`config.mk`:
```
export PLATFORM = sky130hd
export DESIGN_NAME = pe_operand_feeder
export DESIGN_NICKNAME = d
export VERILOG_FILES = /design/src/rtl/pe_operand_feeder.sv
export SDC_FILE = /design/constraint.sdc
export NUM_CORES = 1
export LEC_CHECK = 0
export BUFFER_PORTS_ARGS = -buffer_cell sky130_fd_sc_hd__buf_2
export CAP_MARGIN = 5
export CORE_MARGIN = 5
export CORE_UTILIZATION = 35
export CTS_CLUSTER_DIAMETER = 60
export DETAILED_ROUTE_END_ITERATION = 10
export GPL_ROUTABILITY_DRIVEN = 0
export PLACE_DENSITY = 0.73
export SKIP_CTS_REPAIR_TIMING = 1
export SLEW_MARGIN = 20
export SYNTH_ARGS = -nofsm -noshare
export SYNTH_HDL_FRONTEND = slang
export SYNTH_SLANG_ARGS = --single-unit
```
`constraint.sdc`:
```
create_clock -name i_clock -period 3.1 [get_ports i_clock]
set_input_delay 0.31 -clock i_clock [delete_from_list [all_inputs] [get_ports i_clock]]
set_output_delay 0.31 -clock i_clock [all_outputs]
set_load 0.01 [all_outputs]
```
`src/rtl/pe_operand_feeder.sv`:
```
// Operand/result sequencer for one multiply-accumulate PE: clears the PE, streams operand pairs,
// waits out the PE pipeline and returns the accumulation. Optional build macro: PE_FEEDER_SHADOW_EN.
module pe_operand_feeder #(
   parameter int BW     = 8,
   parameter int K_MAX  = 16,
   parameter int PE_LAT = 1,
   parameter int CW     = $clog2(K_MAX+1)
) (
   input  logic            i_clock,
   input  logic            i_reset,
   input  logic            i_in_valid,
   output logic            o_in_ready,
   input  logic [BW-1:0]   i_in_act,
   input  logic [BW-1:0]   i_in_weight,
   input  logic            i_in_last,
   output logic [BW-1:0]   o_pe_activation,
   output logic [BW-1:0]   o_pe_weight,
   output logic            o_pe_clear,
   input  logic [2*BW-1:0] i_pe_output,
   output logic            o_res_valid,
   input  logic            i_res_ready,
   output logic [2*BW-1:0] o_res_data,
   output logic [CW-1:0]   o_res_count
`ifdef PE_FEEDER_SHADOW_EN
   ,
   output logic            o_res_mismatch
`endif
);

   // state  | meaning
   // CLEAR  | one cycle, PE accumulator cleared, beat count reset
   // STREAM | accepting operand beats, one pair per cycle onto the PE
   // DRAIN  | PE_LAT+1 cycles of zero operands while the PE pipeline settles
   // HOLD   | result presented until the consumer takes it

   localparam int DW = $clog2(PE_LAT+2);

   typedef enum logic [1:0] {
      S_CLEAR  = 2'd0,
      S_STREAM = 2'd1,
      S_DRAIN  = 2'd2,
      S_HOLD   = 2'd3
   } state_t;

   state_t          state;
   state_t          state_nxt;
   logic [CW-1:0]   beat_cnt;
   logic [DW-1:0]   drain_cnt;
   logic            hs;
   logic            beat_term;
   logic            drain_done;

   assign hs         = i_in_valid & o_in_ready;
   // Reaching K_MAX beats implies the last flag; further beats belong to the next product.
   assign beat_term  = i_in_last | (beat_cnt == CW'(K_MAX-1));
   assign drain_done = (drain_cnt == '0);

   always_ff @(posedge i_clock) begin
      if (i_reset) state <= S_CLEAR;
      else         state <= state_nxt;
   end

   always_comb begin
      state_nxt = state;
      case (state)
         S_CLEAR:  state_nxt = S_STREAM;
         S_STREAM: if (hs && beat_term) state_nxt = S_DRAIN;
         S_DRAIN:  if (drain_done) state_nxt = S_HOLD;
         S_HOLD:   if (i_res_ready) state_nxt = S_CLEAR;
         default:  state_nxt = S_CLEAR;
      endcase
   end

   always_comb begin
      o_in_ready  = (state == S_STREAM);
      o_pe_clear  = (state == S_CLEAR);
      o_res_valid = (state == S_HOLD);
   end

   // Idle stream cycles present 0/0 so the PE adds nothing.
   always_ff @(posedge i_clock) begin
      if (i_reset) begin
         o_pe_activation <= '0;
         o_pe_weight     <= '0;
         beat_cnt        <= '0;
         drain_cnt       <= '0;
         o_res_data      <= '0;
         o_res_count     <= '0;
      end else begin
         o_pe_activation <= hs ? i_in_act    : '0;
         o_pe_weight     <= hs ? i_in_weight : '0;
         case (state)
            S_CLEAR: beat_cnt <= '0;
            S_STREAM: begin
               if (hs) begin
                  beat_cnt <= beat_cnt + CW'(1);
                  if (beat_term) drain_cnt <= DW'(PE_LAT);
               end
            end
            S_DRAIN: begin
               if (drain_done) begin
                  o_res_data  <= i_pe_output;
                  o_res_count <= beat_cnt;
               end else begin
                  drain_cnt <= drain_cnt - DW'(1);
               end
            end
            default: ;
         endcase
      end
   end

`ifdef PE_FEEDER_SHADOW_EN
   logic [2*BW-1:0] shadow;
   logic [2*BW-1:0] prod;

   assign prod = (2*BW)'(i_in_act) * (2*BW)'(i_in_weight);

   always_ff @(posedge i_clock) begin
      if (i_reset) begin
         shadow         <= '0;
         o_res_mismatch <= 1'b0;
      end else begin
         case (state)
            S_CLEAR:  shadow <= '0;
            S_STREAM: if (hs) shadow <= shadow + prod;
            S_DRAIN:  if (drain_done) o_res_mismatch <= (i_pe_output != shadow);
            default: ;
         endcase
      end
   end
`endif

endmodule
```
# After elaboration in Yosys (flattened, before gate mapping)
# Cells that the tools add are included.
# classes
add_sub_neg	2
n_eq_ne	10
n_mux	10
bitwise	3
n_reduce_logical	10
# ops
cell	count
$mux 2	6
$pmux 5 s2	1
$ne 2x1->1 const B	4
$pmux 2 s4	1
$add 5x1->5 const B	1
$eq 5x4->1 const B	1
$mux 5	1
$eq 2x2->1 const B	2
$logic_not 2->1	2
$ne 2x2->1 const B	2
$pmux 2 s2	1
$reduce_and 2->1	2
$reduce_and 4->1	1
$reduce_bool 2->1	2
$reduce_and 3->1	1
$eq 2x1->1 const B	1
$reduce_or 2->1	1
$sub 2x1->2 const B	1
$and 1x1->1	1
$logic_and 1x1->1	1
$not 1->1	1
$or 1x1->1	1
# word_totals
reg_bits	46
inputBits	37
out_inout_bits	40

# Depth between registers and ports, before layout
# logic_depth
depth_word	5
depth_mapped	6
mapped_depth_nobuf	6

# Least setup slack after synthesis
# OpenSTA, ideal clock, no wires.
# synth_path
kind	register to register
startpoint	register beat_cnt[0]
endpoint	register drain_cnt[0]
arrival_ns	1.446
path_slack_ns	1.575
path_stages_with_launch	7
cell_sequence	dfxtp_1 > ha_1 > and3_1 > ha_1 > o21ai_2 > a211o_2 > a211oi_2
# synth_between
elab_chain_cells	4
# synth_lines
element	line_no	text
start, declared	47	logic [CW-1:0] beat_cnt;
start signal, assigned	96	beat_cnt <= beat_cnt + CW'(1);
$eq 5x4->1	55	assign beat_term = i_in_last | (beat_cnt == CW'(K_MAX-1));
$or 1x1->1	55	
$ne 2x1->1 (no source line)	--	
$reduce_and 4->1 (no source line)	--	
end signal, assigned	97	if (beat_term) drain_cnt <= DW'(PE_LAT);
end signal, assigned	105	drain_cnt <= drain_cnt - DW'(1);
end, declared	48	logic [DW-1:0] drain_cnt;
# Every way passes these cells.
# A chain may end at the register's enable or synchronous reset.

# Worst setup path after layout
# layout_path
startpoint	register state[1]
endpoint	register o_pe_activation[7]
# layout_between
elab_chain_cells	4
# layout_lines
element	line_no	text
start, declared	45	state_t state;
start signal, assigned	60	else state <= state_nxt;
$eq 2x1->1	75	o_in_ready = (state == S_STREAM);
$and 1x1->1	53	assign hs = i_in_valid & o_in_ready;
$not 1->1 (no source line)	--	
$reduce_or 2->1 (no source line)	--	
end signal, assigned	90	o_pe_activation <= hs ? i_in_act : '0;
end, declared	16	output logic [BW-1:0] o_pe_activation,
# Every way passes these cells.

==> metrics.txt <==
fraction of layout cells with a size suffix above 1 about a third; Total Power about 0.0016 W; top cells by count, synth 46 x dfxtp_1, 46 x nand2_1, 25 x a21oi_1, 16 x and2_1, 8 x ha_1; Clk pin slew, worst setup/hold paths 0.08 ns; Arrival @ worst endpoint around 2.1 ns; # setup viols final 0; worst-margin pin slew about 0.70 ns; ys flop type dfxtp_1; RSZ-0062 raised after global routing no; die area between 6000 and 7000 sq um; Die W approximately 80 um; Slew HR 53.5%; Cells after DPL ~320; Num CTS Buffers 5; WL/cell between 10 and 15 um; top cell type's share of synthesized area 53.9%; fin cells between 300 and 400; P_leak 1.04 nW; vias in the first global route 1355; CP required ~3.3 ns; GR Overflow Total 0; Hold WS 0.213 ns; warnings from Yosys 0; CP max-delay cell nor2_1; DR iter-0 viols 66; period utilization 60.9%; Post-DRT Antenna Nets 0; Clock Skews 0.00619 ns; largest net degree at the start of global routing 34; Via density approximately 4.4; achievable frequency 529 MHz; Max FO, Critical Path 16; PD cells around 700 nW/um^2; post-synth cell types 29; post-synthesis register bit count 46; Max stage delay on crit path approximately 0.54 ns; Net count, final a little over 300; H-tree depth 2; first-pass GRT wire length roughly 6.0 mm; Critical path buffers and inverters 1; cell type with the largest total area after synthesis dfxtp_1; placed cell areas 2140 sq um; final hold vios 0; Synth area leaders dfxtp_1 54%, nand2_1 10%, a21oi_1 7.3%, and2_1 5.9%, ha_1 5.9%; TritonCTS clock tree done; DRC Markers 0; Max Root-Sink Buffers 2; drt total wl between 3 and 4 mm; number of synthesized flops with an enable pin 0; worst vdd rail ir drop 321 uV; Mapped Area roughly 1700 sq um; delay-heaviest family, CP simple AND/OR/NAND/NOR gates; Die H between 70 and 80 um; fin area about 2300 sq um; clk_lat worst skew 0.29 ns; Cells after Synth between 150 and 200; worst path cell trace inv_1, ha_1, nand2_1, nor2_1, and2_1; Post-DP HPWL around 2.7 mm; DR vias between 1000 and 1500; Total GRT Usage 11.8%; Critical Path End Type register; core area 4720 sq um; initial antenna violation count 0; Buffers on Ports 76; Final Slew Violations 0; syn nets 234; Ant. Diodes 0; Initial Util 36.2%; IO Count 77; outcome finished clean; setup_tns 0 ns; Rows 25; DRT Pass-1 Iters 2; min cycle time layout 1.89 ns; CTS sink count 46; sequential element share of the synthesized area ~54%; WS Path Type reg2reg; Area growth syn-to-layout 31.8%; syn avg cell area 9.04 sq um; max-cap viol count 0; critical path launch point type register; root buffer cell clkbuf_8; async set-or-reset flop fraction in the synthesized netlist 0%; Fill cells ~480; HP Class in2reg
-- state kept, by name, summed over array words and instances, names as in the netlist --
name	flops
o_pe_activation	8
o_res_count	5
o_res_data	16
state	2
o_pe_weight	8
beat_cnt	5
drain_cnt	2
-- placed cells by master (no fill, tap or decap), types with 2 or more instances in the layout --
master	count
clkbuf_8	5
nor3_1	2
nand2_1	46
ha_1	8
mux2i_1	3
o21ai_0	2
dfxtp_1	46
and2_1	16
buf_2	76
a21oi_1	25
nor2_1	6
inv_1	7
nand2b_1	3
a211oi_1	2
-- power breakdown --
part | switching, W | total (W) | internal (W)
combinational | 0.000282 | 0.000470 | 0.000188
sequential | 0.0000363 | 0.000699 | 0.000662
clock | 0.000186 | 0.000426 | 0.000240
total | 0.000504 | 0.00159 | 0.00109
-- per-stage QoR --
step                      setup slack [ns]  utilization (%)
after detailed placement              1.19             45.3
after CTS                             1.19             47.7
after global routing                 0.999             47.7
final                                 1.21             47.7
after floorplan                       1.58                -
after global placement                1.26             45.3
-- metal layers --
metal / GRT usage (%) / vias up / part of all wire (%)
met5: 0 / - / 0
met4: 4.56 / 0 / 1.1
met3: 4.85 / 4 / 9.7
met2: 18.9 / 52 / 44
met1: 14.1 / 633 / 45
li1: - / 768 / -
-- cell type report --
type,count,area (sq um),area share (%)
clock buffers,6,72.6,3.22
multi-input cells,127,722,32.1
repair buffers,77,388,17.2
clock inverters,2,37.5,1.67
inverters,7,26.3,1.17
flip-flops and latches,46,921,40.9
well taps,67,83.8,3.72
-- worst paths after layout --
| check | startpoint | endpoint | slack, ns | depth (start not counted) |
|---|---|---|---|---|
| max | state[1] | o_pe_activation[7] | 1.21 | 5 |
| min | i_in_act[4] | o_pe_activation[4] | 0.21 | 2 |
| max reg2reg | state[1] | o_pe_activation[7] | 1.21 | 5 |
| min reg2reg | o_res_data[3] | o_res_data[3] | 0.45 | 2 |
-- worst reg2reg max path: stages, from the launching register on --
cell and delay, ns:
dfxtp_1 0.34, inv_1 0.10, ha_1 0.45, nand2_1 0.18, nor2_1 0.54, and2_1 0.22
-- cell families after synthesis --
group	after synthesis	share of synthesized area, %
mux	3	1.76
compound gates	37	13.1
fa+ha+maj	8	5.86
buf+inv	16	3.81
flops	46	53.9
simple gates	79	21.5
Power figures use the tool's default switching activity.
